--- src/rtl/divisor_pkg.sv ---
// divisor_pkg: shared defaults and channel-state type for divisor_frecuencia_prog.
package divisor_pkg;

    localparam int DIV_WIDTH        = 25;
    localparam int DIV_DEFAULT_HALF = 250000;

    typedef struct packed {
        logic [DIV_WIDTH-1:0] half;
        logic [DIV_WIDTH-1:0] cnt;
        logic                 level;
    } canal_st_t;

endpackage

--- src/rtl/divisor_canal.sv ---
// divisor_canal: one divider channel producing a square wave and a tick strobe.
// DIVISOR_DEFERRED_LOAD_EN defers half-period reloads to the next terminal count.
module divisor_canal import divisor_pkg::*; #(
    parameter int WIDTH        = DIV_WIDTH,
    parameter int DEFAULT_HALF = DIV_DEFAULT_HALF
) (
    input  logic             clk_interno,
    input  logic             reset,
    input  logic             en_i,
    input  logic             we_i,
    input  logic [WIDTH-1:0] cfg_half_i,
    output logic             clk_deseado_o,
    output logic             tick_o,
    output logic             cfg_pend_o
);

    logic [WIDTH-1:0] half_q, half_d, cnt_q, cnt_d;
    logic             level_q, level_d, tick_q, tick_d;
    logic             stopped, tc;

    assign stopped = half_q == '0;
    assign tc      = en_i && !stopped && cnt_q == half_q - WIDTH'(1);

`ifdef DIVISOR_DEFERRED_LOAD_EN
    logic [WIDTH-1:0] pend_half_q, pend_half_d;
    logic             pend_q, pend_d, load;

    // a write landing on the terminal count stays pending for the following one
    always_comb begin
        load        = pend_q && !we_i && (tc || stopped);
        half_d      = load ? pend_half_q : half_q;
        pend_half_d = we_i ? cfg_half_i : pend_half_q;
        pend_d      = we_i || (pend_q && !load);
        cnt_d       = (tc || stopped) ? '0 : en_i ? cnt_q + WIDTH'(1) : cnt_q;
        level_d     = stopped ? 1'b0 : level_q ^ tc;
        tick_d      = tc;
    end

    always_ff @(posedge clk_interno) begin
        if (reset) begin
            pend_half_q <= '0;
            pend_q      <= 1'b0;
        end else begin
            pend_half_q <= pend_half_d;
            pend_q      <= pend_d;
        end
    end

    assign cfg_pend_o = pend_q;
`else
    // an immediate write restarts the count and swallows a coincident toggle
    always_comb begin
        half_d  = we_i ? cfg_half_i : half_q;
        cnt_d   = (we_i || tc || stopped) ? '0 : en_i ? cnt_q + WIDTH'(1) : cnt_q;
        level_d = we_i ? level_q : stopped ? 1'b0 : level_q ^ tc;
        tick_d  = tc && !we_i;
    end

    assign cfg_pend_o = 1'b0;
`endif

    always_ff @(posedge clk_interno) begin
        if (reset) begin
            half_q  <= WIDTH'(DEFAULT_HALF);
            cnt_q   <= '0;
            level_q <= 1'b0;
            tick_q  <= 1'b0;
        end else begin
            half_q  <= half_d;
            cnt_q   <= cnt_d;
            level_q <= level_d;
            tick_q  <= tick_d;
        end
    end

    assign clk_deseado_o = level_q;
    assign tick_o        = tick_q;

endmodule

--- src/rtl/divisor_frecuencia_prog.sv ---
// divisor_frecuencia_prog: N_CH programmable clock-enable / square-wave generators.
// Build with DIVISOR_DEFERRED_LOAD_EN for glitch-free deferred reload.
module divisor_frecuencia_prog import divisor_pkg::*; #(
    parameter int N_CH         = 2,
    parameter int WIDTH        = DIV_WIDTH,
    parameter int DEFAULT_HALF = DIV_DEFAULT_HALF,
    parameter int SEL_W        = 3
) (
    input  logic             clk_interno,
    input  logic             reset,
    input  logic [N_CH-1:0]  en,
    input  logic             cfg_we,
    input  logic [SEL_W-1:0] cfg_sel,
    input  logic [WIDTH-1:0] cfg_half,
    output logic [N_CH-1:0]  clk_deseado,
    output logic [N_CH-1:0]  tick,
    output logic [N_CH-1:0]  cfg_pend
);

    // out-of-range selects match no channel, so such writes vanish
    for (genvar c = 0; c < N_CH; c++) begin : g_canal
        divisor_canal #(
            .WIDTH        (WIDTH),
            .DEFAULT_HALF (DEFAULT_HALF)
        ) u_canal (
            .clk_interno   (clk_interno),
            .reset         (reset),
            .en_i          (en[c]),
            .we_i          (cfg_we && cfg_sel == SEL_W'(c)),
            .cfg_half_i    (cfg_half),
            .clk_deseado_o (clk_deseado[c]),
            .tick_o        (tick[c]),
            .cfg_pend_o    (cfg_pend[c])
        );
    end

endmodule

--- config.mk ---
export PLATFORM = sky130hd
export DESIGN_NAME = divisor_frecuencia_prog
export DESIGN_NICKNAME = d
export VERILOG_FILES = /design/src/rtl/divisor_pkg.sv /design/src/rtl/divisor_canal.sv /design/src/rtl/divisor_frecuencia_prog.sv
export SDC_FILE = /design/constraint.sdc
export NUM_CORES = 1
export LEC_CHECK = 0
export CAP_MARGIN = 10
export CORE_ASPECT_RATIO = 1.75
export CORE_UTILIZATION = 50
export DETAILED_ROUTE_END_ITERATION = 12
export PLACE_DENSITY = 0.69
export SYNTH_ARGS = -nofsm -noshare
export SYNTH_HDL_FRONTEND = slang
export SYNTH_SLANG_ARGS = --single-unit
--- constraint.sdc ---
create_clock -name clk_interno -period 5.75 [get_ports clk_interno]
set_input_delay 1.15 -clock clk_interno [delete_from_list [all_inputs] [get_ports clk_interno]]
set_output_delay 1.15 -clock clk_interno [all_outputs]
set_load 0.05 [all_outputs]
==> results of run 1 <==
[area by class of cell]
cell class / instances / area [sq um] / share of cell area
Clock buffer: 10 / 229 / 0.0341
Clock inverter: 6 / 90.1 / 0.0134
Inverter: 11 / 41.3 / 0.00615
Tap cell: 137 / 171 / 0.0255
Timing Repair Buffer: 39 / 378 / 0.0562
Sequential cell: 104 / 2080 / 0.310
Multi-Input combinational cell: 623 / 3730 / 0.555
[critical path, delay by kind of cell, from the launching register on]
family / cells / cell delay, ps
compound gates: 2 / 680
fa+ha+maj: 1 / 240
buf+inv: 1 / 100
flops: 1 / 370
simple gates: 6 / 2170
[power by group]
group | leakage [nW] | total (mW) | switching, mW | internal (mW)
clock | 0.153 | 0.666 | 0.281 | 0.384
sequential | 0.841 | 0.750 | 0.0191 | 0.731
combinational | 1.34 | 0.127 | 0.0699 | 0.0569
[state kept, by name, summed over array words and instances (netlist names)]
signal                         cells
g_canal.u_canal.clk_deseado_o      2
g_canal.u_canal.cnt_q             50
g_canal.u_canal.half_q            50
g_canal.u_canal.tick_o             2
[synthesized netlist by cell type (5+ instances only)]
cell type  instances  share of area
nand2_1          133          0.082
dfxtp_1          104           0.34
nor2_1            89          0.055
xnor2_1           59          0.085
xor2_1            46          0.066
a21oi_1           44          0.036
nand3_1           31          0.025
clkbuf_1          30          0.018
nor3_1            26          0.021
nand4_1           20          0.021
nor4_1            20          0.021
and3_1            17          0.017
nand3b_1          15          0.018
inv_1             11         0.0068
a31oi_1            6         0.0062
and2_1             6         0.0062
buf_4              6         0.0074
ha_1               6          0.012
or3_1              6         0.0062
or4_1              6         0.0074
mux2i_1            5         0.0082
nor2b_1            5         0.0051
o21ai_0            5         0.0041
or2_2              5         0.0051
[cell families (layout without fill, tap and decap cells)]
group           count (synthesis)  count (layout)
fa+ha+maj                       6               6
simple gates                  414             414
mux                             6               6
buf+inv                        58              66
other cells                     1               2
flops                         104             104
compound gates                 90              90
xor+xnor                      105             105
[stage by stage]
step | setup WS, ps | hold slack [ps] | area [sq um] | power, mW
after global placement | 2040 | 477 | 6400 | 0.889
after detailed placement | 1910 | 486 | 6400 | 0.893
after floorplan | 2600 | 455 | 6100 | 0.848
final | 2050 | 493 | 6720 | 1.54
after global routing | 1680 | 516 | 6720 | 1.60
after CTS | 2040 | 495 | 6720 | 1.55
[layout by cell type, fill, tap and decap left out, types with 3 or more instances in the layout]
| cell type | n |
|---|---|
| or3_1 | 6 |
| nand2_1 | 133 |
| nor4_1 | 20 |
| nand4_1 | 20 |
| o21ai_0 | 5 |
| a32oi_1 | 4 |
| or3_2 | 3 |
| nand4b_1 | 3 |
| and3_1 | 17 |
| buf_4 | 3 |
| xor2_1 | 46 |
| nand3b_1 | 15 |
| o31a_1 | 4 |
| nand3_1 | 31 |
| ha_1 | 6 |
| a31oi_1 | 6 |
| dfxtp_1 | 104 |
| clkdlybuf4s50_1 | 35 |
| and2_1 | 6 |
| a21oi_1 | 44 |
| nor2_1 | 88 |
| nand2b_1 | 4 |
| nor3_1 | 26 |
| or4_1 | 6 |
| clkbuf_16 | 9 |
| mux2i_1 | 5 |
| inv_1 | 11 |
| or2_2 | 5 |
| or4b_1 | 3 |
| nor3b_1 | 4 |
| xnor2_1 | 59 |
| o22ai_1 | 4 |
| nor2b_1 | 5 |
[metal layers]
metal  GRT usage  vias up  share of wire
met5           0        -              0
met4       0.147        0          0.050
met2       0.472      139           0.53
met3      0.0294       42          0.029
li1            -     2724              -
met1       0.251     2585           0.39
[worst max path at each step]
stage                                                  end  cells after the start                         start  slack [ps]
final                          g_canal[1].u_canal.cnt_q[8]                     10  g_canal[1].u_canal.half_q[0]        2050
after global routing           g_canal[1].u_canal.cnt_q[8]                     10  g_canal[1].u_canal.half_q[0]        1680
after CTS                      g_canal[1].u_canal.cnt_q[1]                     10  g_canal[1].u_canal.half_q[0]        2040
after detailed placement       g_canal[1].u_canal.cnt_q[1]                      8                         en[1]        1910
after global placement         g_canal[1].u_canal.cnt_q[4]                      8                         en[1]        2040
after floorplan           g_canal[1].u_canal.clk_deseado_o                     11  g_canal[1].u_canal.half_q[0]        2600
==> metrics, run 1 <==
status=finished clean; Die Y=around 150 um; R2R Path Start=g_canal[1].u_canal.half_q[0]; worst-path fanout max=25; drt pass-1 iters=8; worst hold path type=reg2reg; fmax=approximately 270 MHz; Mapped Area=~0.0061 sq mm; number of fill cells in the layout=between 1,000 and 1,500; Iteration-0 DRC Markers=slightly below 200; Post-Layout Cell Count=between 900 and 1,000; Fin Setup TNS=0 ps; largest net degree at the start of global routing=58; I/O pin count=39; Placed Cells=between 900 and 1,000; syn avg cell area=around 7.8 sq um; Min-Delay Startpoint=g_canal[1].u_canal.half_q[21]; endpoint type of the worst setup path=flop; full die area=~0.013 sq mm; Least-Margin Pin Slew=971 ps; Post-synth EDFFs=0; n_diodes=0; clock buffer depth=2; R2R setup slack=2050 ps; layout cells sized above 1=0.0567; total CTS buffers=9; startpoint types=flop; Mapped Cells=just under 800; Max Cap Violations=0; sequential area share after synthesis=0.341; Post-CTS Setup Inserts=0; final setup fails=0; Worst R2R Path Depth=10; Hold Path Depth=2; Synth Area in Compound Gates=0.0939; setup repair after global routing missed its margin=no; nets@finish=between 800 and 900; Avg WL per Cell=roughly 16 um; CTS HTree Levels=3; via count=5,490; Final Cycle Share=0.644; crit path kind=reg2reg; Max IR drop VDD=0.157 mV; grt ovf=0; worst path required time=5950 ps; Core Util, Final=0.563; synthesized flop and latch total=around 100; WP data arrival=between 3000 and 4000 ps; Ys Warns=0; Starting Density=0.511; crit path cell chain=inv_1, ha_1, or4b_1, or2_2, o41ai_1, nand2_1, a2111oi_0, nand4_1, nand3_1, nor2_1; Worst Skew=7.85 ps; Area Growth Syn to Fin=10.2%; antenna viol nets, final=0; Leak=between 2 and 2.5 nW; mux contribution to synthesized area=0.0101; main combinational cell family by area after synthesis=simple AND/OR/NAND/NOR gates; Global Route Usage Sum=0.247; Clock Tree Root=clkbuf_16; DRC=0; initial antenna violation count=0; Slew Limit Fails=0; gp weighted congestion=approximately 0.95; XOR/XNOR Fraction of Synth Area=0.151; Power Density=230 mW/mm^2; WHS Endpoint=g_canal[1].u_canal.half_q[21]; Synth Area in Simple Gates=0.342; Synth Area in Adders=0.0123; Synth cell types=67; Resized cells post-CTS=0; Hold Fails Final Rpt=0; delay of the slowest critical-path stage=roughly 720 ps; clk sinks=104; I/O Buffers=36; Slew headroom=0.351; CTS tree=done; Site Rows=53; critical path's slowest cell=nand3_1; # hold bufs at CTS=0; DP HPWL=~12,000 um; die span in x=around 85 um; Reg-to-Reg End=g_canal[1].u_canal.cnt_q[8]; vias in the first global route=around 5,300; vias per cell=slightly below 6; final WL=around 15,000 um; asr flop ratio synth=0; final worst path period need=about 3700 ps; Core Area=between 0.01 and 0.015 sq mm; first-pass GRT wire length=~25,000 um; ys flop type=dfxtp_1; Clk Latency, worst-skew pair=350 ps; Worst-path clk slew=approximately 70 ps
No activity file was read; power rests on OpenSTA's default activity.
==> inputs of run 2 (changes only) <==
clock period = 3.6 ns   (was 5.75 ns; I/O delays follow)
==> metrics, run 2 (same netlist as run 1, synthesis figures left out) <==
status=finished clean; clk sinks=104 (unchanged); nets@finish=839 (+1.5%); most frequent cells in the layout=nand2_1 (133), dfxtp_1 (104), nor2_1 (88), xnor2_1 (59), xor2_1 (46); Least-Margin Pin Slew=882 ps (-89.0 ps); gp weighted congestion=0.960 (+0.57%); register area=0.00208 sq mm (unchanged); Power Density=345 mW/mm^2 (+50%); WP data arrival=3560 ps (-340 ps); vias per cell=5.85 (-0.86%); fmax=305 MHz (+13%); Core Area=0.0119 sq mm (unchanged); Clock Tree Root=clkbuf_16; Max Cap Violations=0 (unchanged); Starting Density=0.511 (unchanged); Clk Latency, worst-skew pair=350 ps (about the same); CTS tree=done; Slew Limit Fails=0 (unchanged); drt pass-1 iters=5 (-3); Post-Layout Cell Count=942 (+1.3%); antenna viol nets, final=0 (unchanged); via count=5,513 (+0.42%); first-pass GRT wire length=25,200 um (+1.2%); crit path cell chain=inv_1, ha_1, nor3b_1, buf_4, nand4_1, nor4b_1, nor4_1, nor4_1, nand4b_1, or3_1, nand3_1; Slew headroom=0.410 (+0.0595); delay of the slowest critical-path stage=440 ps (-280 ps); most frequent CP cell=nor4_1; Avg WL per Cell=16.5 um (+0.11%); total CTS buffers=9 (unchanged); I/O Buffers=36 (unchanged); Fin Setup TNS=0 ps (unchanged); vias in the first global route=5,336 (+0.53%); commonest non-fill, non-tap cell in the layout=nand2_1; Worst Hold Slack=490 ps (-2.73 ps); final WL=15,500 um (+1.4%); grt ovf=0 (unchanged); Hold Fails Final Rpt=0 (unchanged); Max IR drop VDD=0.211 mV (+34%); initial antenna violation count=0 (unchanged); Placed Cells=926 (+1.3%); Iteration-0 DRC Markers=230 (+17%); Area Growth Syn to Fin=11.2%; die span in x=85.5 um (unchanged); DP HPWL=12,200 um (+3.8%); setup repair after global routing missed its margin=no; n_diodes=0 (unchanged); Power Total=2.34 mW (+52%); crit path kind=reg2reg; Worst-path clk slew=80 ps (about the same); worst hold path type=reg2reg; Multi-input gate area=0.00373 sq mm (about the same); Final Cycle Share=0.911 (+0.267); Die Y=148 um (unchanged); Leak=2.38 nW (+1.8%); full die area=0.0127 sq mm (unchanged); biggest regs=g_canal.u_canal.cnt_q: 50 flops, g_canal.u_canal.half_q: 50 flops; worst path required time=3880 ps (-2070 ps); worst-path fanout max=7 (-72%); Site Rows=53 (unchanged); I/O pin count=39 (unchanged); CTS HTree Levels=3 (unchanged); Global Route Usage Sum=0.251 (+0.00404); startpoint types=flop; clock buffer depth=2 (unchanged); layout cells sized above 1=0.0708 (+0.0141); # hold bufs at CTS=0 (unchanged); critical path's slowest cell=nor4_1; largest net degree at the start of global routing=34 (-41%); number of fill cells in the layout=1,142 (-0.95%); endpoint type of the worst setup path=flop; Worst Skew=10.4 ps (+2.51 ps); final setup fails=0 (unchanged); DRC=0 (unchanged); final worst path period need=3280 ps (-425 ps)
-- run 2: path summary, 6_finish.rpt --
kind / start / to / slack, ps / depth (start not counted)
worst max-delay path: g_canal[0].u_canal.half_q[0] / g_canal[0].u_canal.clk_deseado_o / 320 / 11
worst min-delay path: g_canal[1].u_canal.half_q[21] / g_canal[1].u_canal.half_q[21] / 490 / 2
worst max register to register: g_canal[0].u_canal.half_q[0] / g_canal[0].u_canal.clk_deseado_o / 320 / 11
worst min register to register: g_canal[1].u_canal.half_q[21] / g_canal[1].u_canal.half_q[21] / 490 / 2
-- run 2: area by class of cell --
type,instances,share of cell area
clock buffers,10,0.0337
clock inverters,6,0.00774
inverters,11,0.00609
multi-input cells,623,0.550
flip-flops and latches,104,0.307
well taps,137,0.0253
repair buffers,51,0.0708
-- run 2: metal layers --
layer / vias to the layer above / track usage / share of wire
li1: 2735 / - / -
met1: 2566 / 0.250 / 0.38
met2: 152 / 0.467 / 0.53
met3: 60 / 0.0372 / 0.031
met4: 0 / 0.177 / 0.068
met5: - / 0 / 0
-- run 2: metrics by stage --
| stage | worst slack [ps] | instance area, sq um | util |
|---|---|---|---|
| 2_1_floorplan | 452 | 6100 | - |
| 3_3_place_gp | 404 | 6500 | 0.545 |
| 3_5_place_dp | 404 | 6500 | 0.545 |
| 4_1_cts | 348 | 6780 | 0.568 |
| 5_1_grt | 42.9 | 6790 | 0.568 |
| 6_report | 321 | 6790 | 0.568 |
-- run 2: what timing repair did --
action | in CTS | in global routing
endpoints found under the setup margin | 0 | 1
hold endpoints to repair | 0 | 0
gates resized for setup | 0 | 1
buffers inserted | 0 | 0
-- run 2: report_power, final --
part	internal [mW]	total, mW	switching, mW
combinational	0.0967	0.212	0.116
clock	0.480	0.933	0.454
sequential	1.17	1.20	0.0305
-- run 2: worst max-delay path, delay by kind of cell (launching register included) --
kind	cells	cell delay, ps
AND/OR/NAND/NOR	8	2310
flip-flops	1	360
buffers and inverters	2	340
adder cells (fa/ha/maj)	1	200
==> inputs of run 3 (changes only) <==
PLACE_DENSITY = 0.72   (was 0.69)
SLEW_MARGIN = 20   (was not set)
clock period = 3 ns   (was 3.6 ns; I/O delays follow)
==> metrics, run 3 (same netlist as run 1, synthesis figures left out) <==
CTS tree=done; vias per cell=5.81 (-0.70%); Hold Fails Final Rpt=0 (unchanged); Clk Latency, worst-skew pair=350 ps (about the same); Max IR drop VDD=0.256 mV (+21%); WP data arrival=3280 ps (-280 ps); DP HPWL=12,300 um (+1.2%); final setup fails=0 (unchanged); endpoint type of the worst setup path=flop; antenna viol nets, final=0 (unchanged); placed cell area=0.00677 sq mm (+4.1%); Final Cycle Share=1.00 (+0.0892); Die Y=148 um (unchanged); worst-path fanout max=7 (unchanged); n_diodes=0 (unchanged); post-route worst setup slack=0.154 ps (-321 ps); Leak=2.66 nW (+12%); worst path required time=3280 ps (-600 ps); Post-Layout Cell Count=980 (+4.0%); full die area=0.0127 sq mm (unchanged); Placed Cells=958 (+3.5%); CTS HTree Levels=3 (unchanged); crit path kind=reg2reg; most frequent cells in the layout=nand2_1 (133), dfxtp_1 (102), nor2_1 (88), xnor2_1 (58), buf_4 (50); family with the most delay on the worst path=simple AND/OR/NAND/NOR gates; final worst path period need=3000 ps (-279 ps); Worst-path clk slew=70 ps (about the same); nets@finish=878 (+4.6%); Site Rows=53 (unchanged); critical path's slowest cell=or4_4; total CTS buffers=9 (unchanged); setup repair after global routing missed its margin=yes; via count=5,695 (+3.3%); status=finished clean; Power Density=408 mW/mm^2 (+18%); worst path bufs/invs=0 (-2); clk sinks=104 (unchanged); startpoint types=flop; final WL=16,600 um (+6.8%); worst hold path type=reg2reg; Iteration-0 DRC Markers=199 (-13%); Core Util, Final=0.614 (+0.0458); grt ovf=0 (unchanged); Avg WL per Cell=16.9 um (+2.7%); DRC=0 (unchanged); biggest regs=g_canal.u_canal.cnt_q: 50 flops, g_canal.u_canal.half_q: 50 flops; vias in the first global route=5,562 (+4.2%); Slew Limit Fails=0 (unchanged); Global Route Usage Sum=0.263 (+0.0114); Slew headroom=0.581 (+0.171); fin area=0.00733 sq mm (+8.1%); Least-Margin Pin Slew=623 ps (-260 ps); Area Growth Syn to Fin=20.2%; first-pass GRT wire length=26,200 um (+4.2%); I/O Buffers=36 (unchanged); fmax=333 MHz (+9.3%); drt pass-1 iters=4 (-1); Worst Hold Slack=485 ps (-5.26 ps); initial antenna violation count=0 (unchanged); R2R setup slack=0.2 ps (-320 ps); largest net degree at the start of global routing=36 (+5.9%); Clock Tree Root=clkbuf_16; Worst Skew=7.47 ps (-2.89 ps); I/O pin count=39 (unchanged); Starting Density=0.511 (unchanged); Max Cap Violations=0 (unchanged); delay of the slowest critical-path stage=590 ps (+150 ps); layout cells sized above 1=0.146 (+0.0751); commonest non-fill, non-tap cell in the layout=nand2_1; die span in x=85.5 um (unchanged); Core Area=0.0119 sq mm (unchanged); clock buffer depth=2 (unchanged); # hold bufs at CTS=0 (unchanged); crit path cell chain=or4_4, or2_4, o31ai_4, or4b_4, a32oi_2, nand4_1, or4b_1, a31oi_1; gp weighted congestion=0.966 (+0.64%); Setup WS pre-CTS=-96.5 ps (-501 ps)
-- run 3: cell count changes in the layout (fill, tap and decap cells not counted), sizes merged --
cell	change
buf	+38
clkbuf	+1
clkinv	+1
bufinv	+2
clkinvlp	-2
inv	-2
-- run 3: timing repair --
action	CTS	global route
pin swaps	1	12
gates resized for setup	1	34
setup buffers	0	5
cloned	0	2
endpoints found under the hold margin	0	0
endpoints found under the setup margin	26	51
-- run 3: power breakdown --
part	total (mW)	switching, mW	internal (mW)	leakage, nW
Clock	1.25	0.525	0.729	0.153
Combinational	0.306	0.159	0.147	1.66
Sequential	1.43	0.0308	1.40	0.842
Total	2.99	0.714	2.28	2.66
-- run 3: metal layers --
metal	track usage	routed length [um]	part of all wire	vias up
met1	0.271	6260	0.38	2714
met3	0.0416	416	0.025	51
met5	0	0	0	-
met4	0.151	851	0.051	0
li1	-	-	-	2815
met2	0.492	9070	0.55	115
-- run 3: tightest hold or removal path: cells and delay by family, from the launching register on --
family / cells / cell delay [ps]
and+or+nand+nor: 1 / 60
AOI/OAI and AO/OA: 1 / 50
DFF: 1 / 330
-- run 3: layout make-up --
cell class                      instances  area [sq um]
Fill cell                            1105          4600
Multi-Input combinational cell        623          3930
Timing Repair Buffer                   90           798
Clock buffer                           10           229
Inverter                               11          41.3
Tap cell                              137           171
Sequential cell                       104          2080
Clock inverter                          5          82.6
-- run 3: per-stage QoR --
stage,setup TNS (ps),power (mW)
4_1_cts,0,2.99
3_3_place_gp,-2160,1.73
6_report,0,2.99
3_5_place_dp,-2220,1.74
2_1_floorplan,-66.8,1.63
5_1_grt,-2520,3.10
-- run 3: path summary, 6_finish.rpt --
path                                      start                          endpoint  cells after the start
hold reg to reg   g_canal[1].u_canal.half_q[23]     g_canal[1].u_canal.half_q[23]                      2
hold / removal    g_canal[1].u_canal.half_q[23]     g_canal[1].u_canal.half_q[23]                      2
setup / recovery  g_canal[1].u_canal.half_q[10]  g_canal[1].u_canal.clk_deseado_o                      8
setup reg to reg  g_canal[1].u_canal.half_q[10]  g_canal[1].u_canal.clk_deseado_o                      8
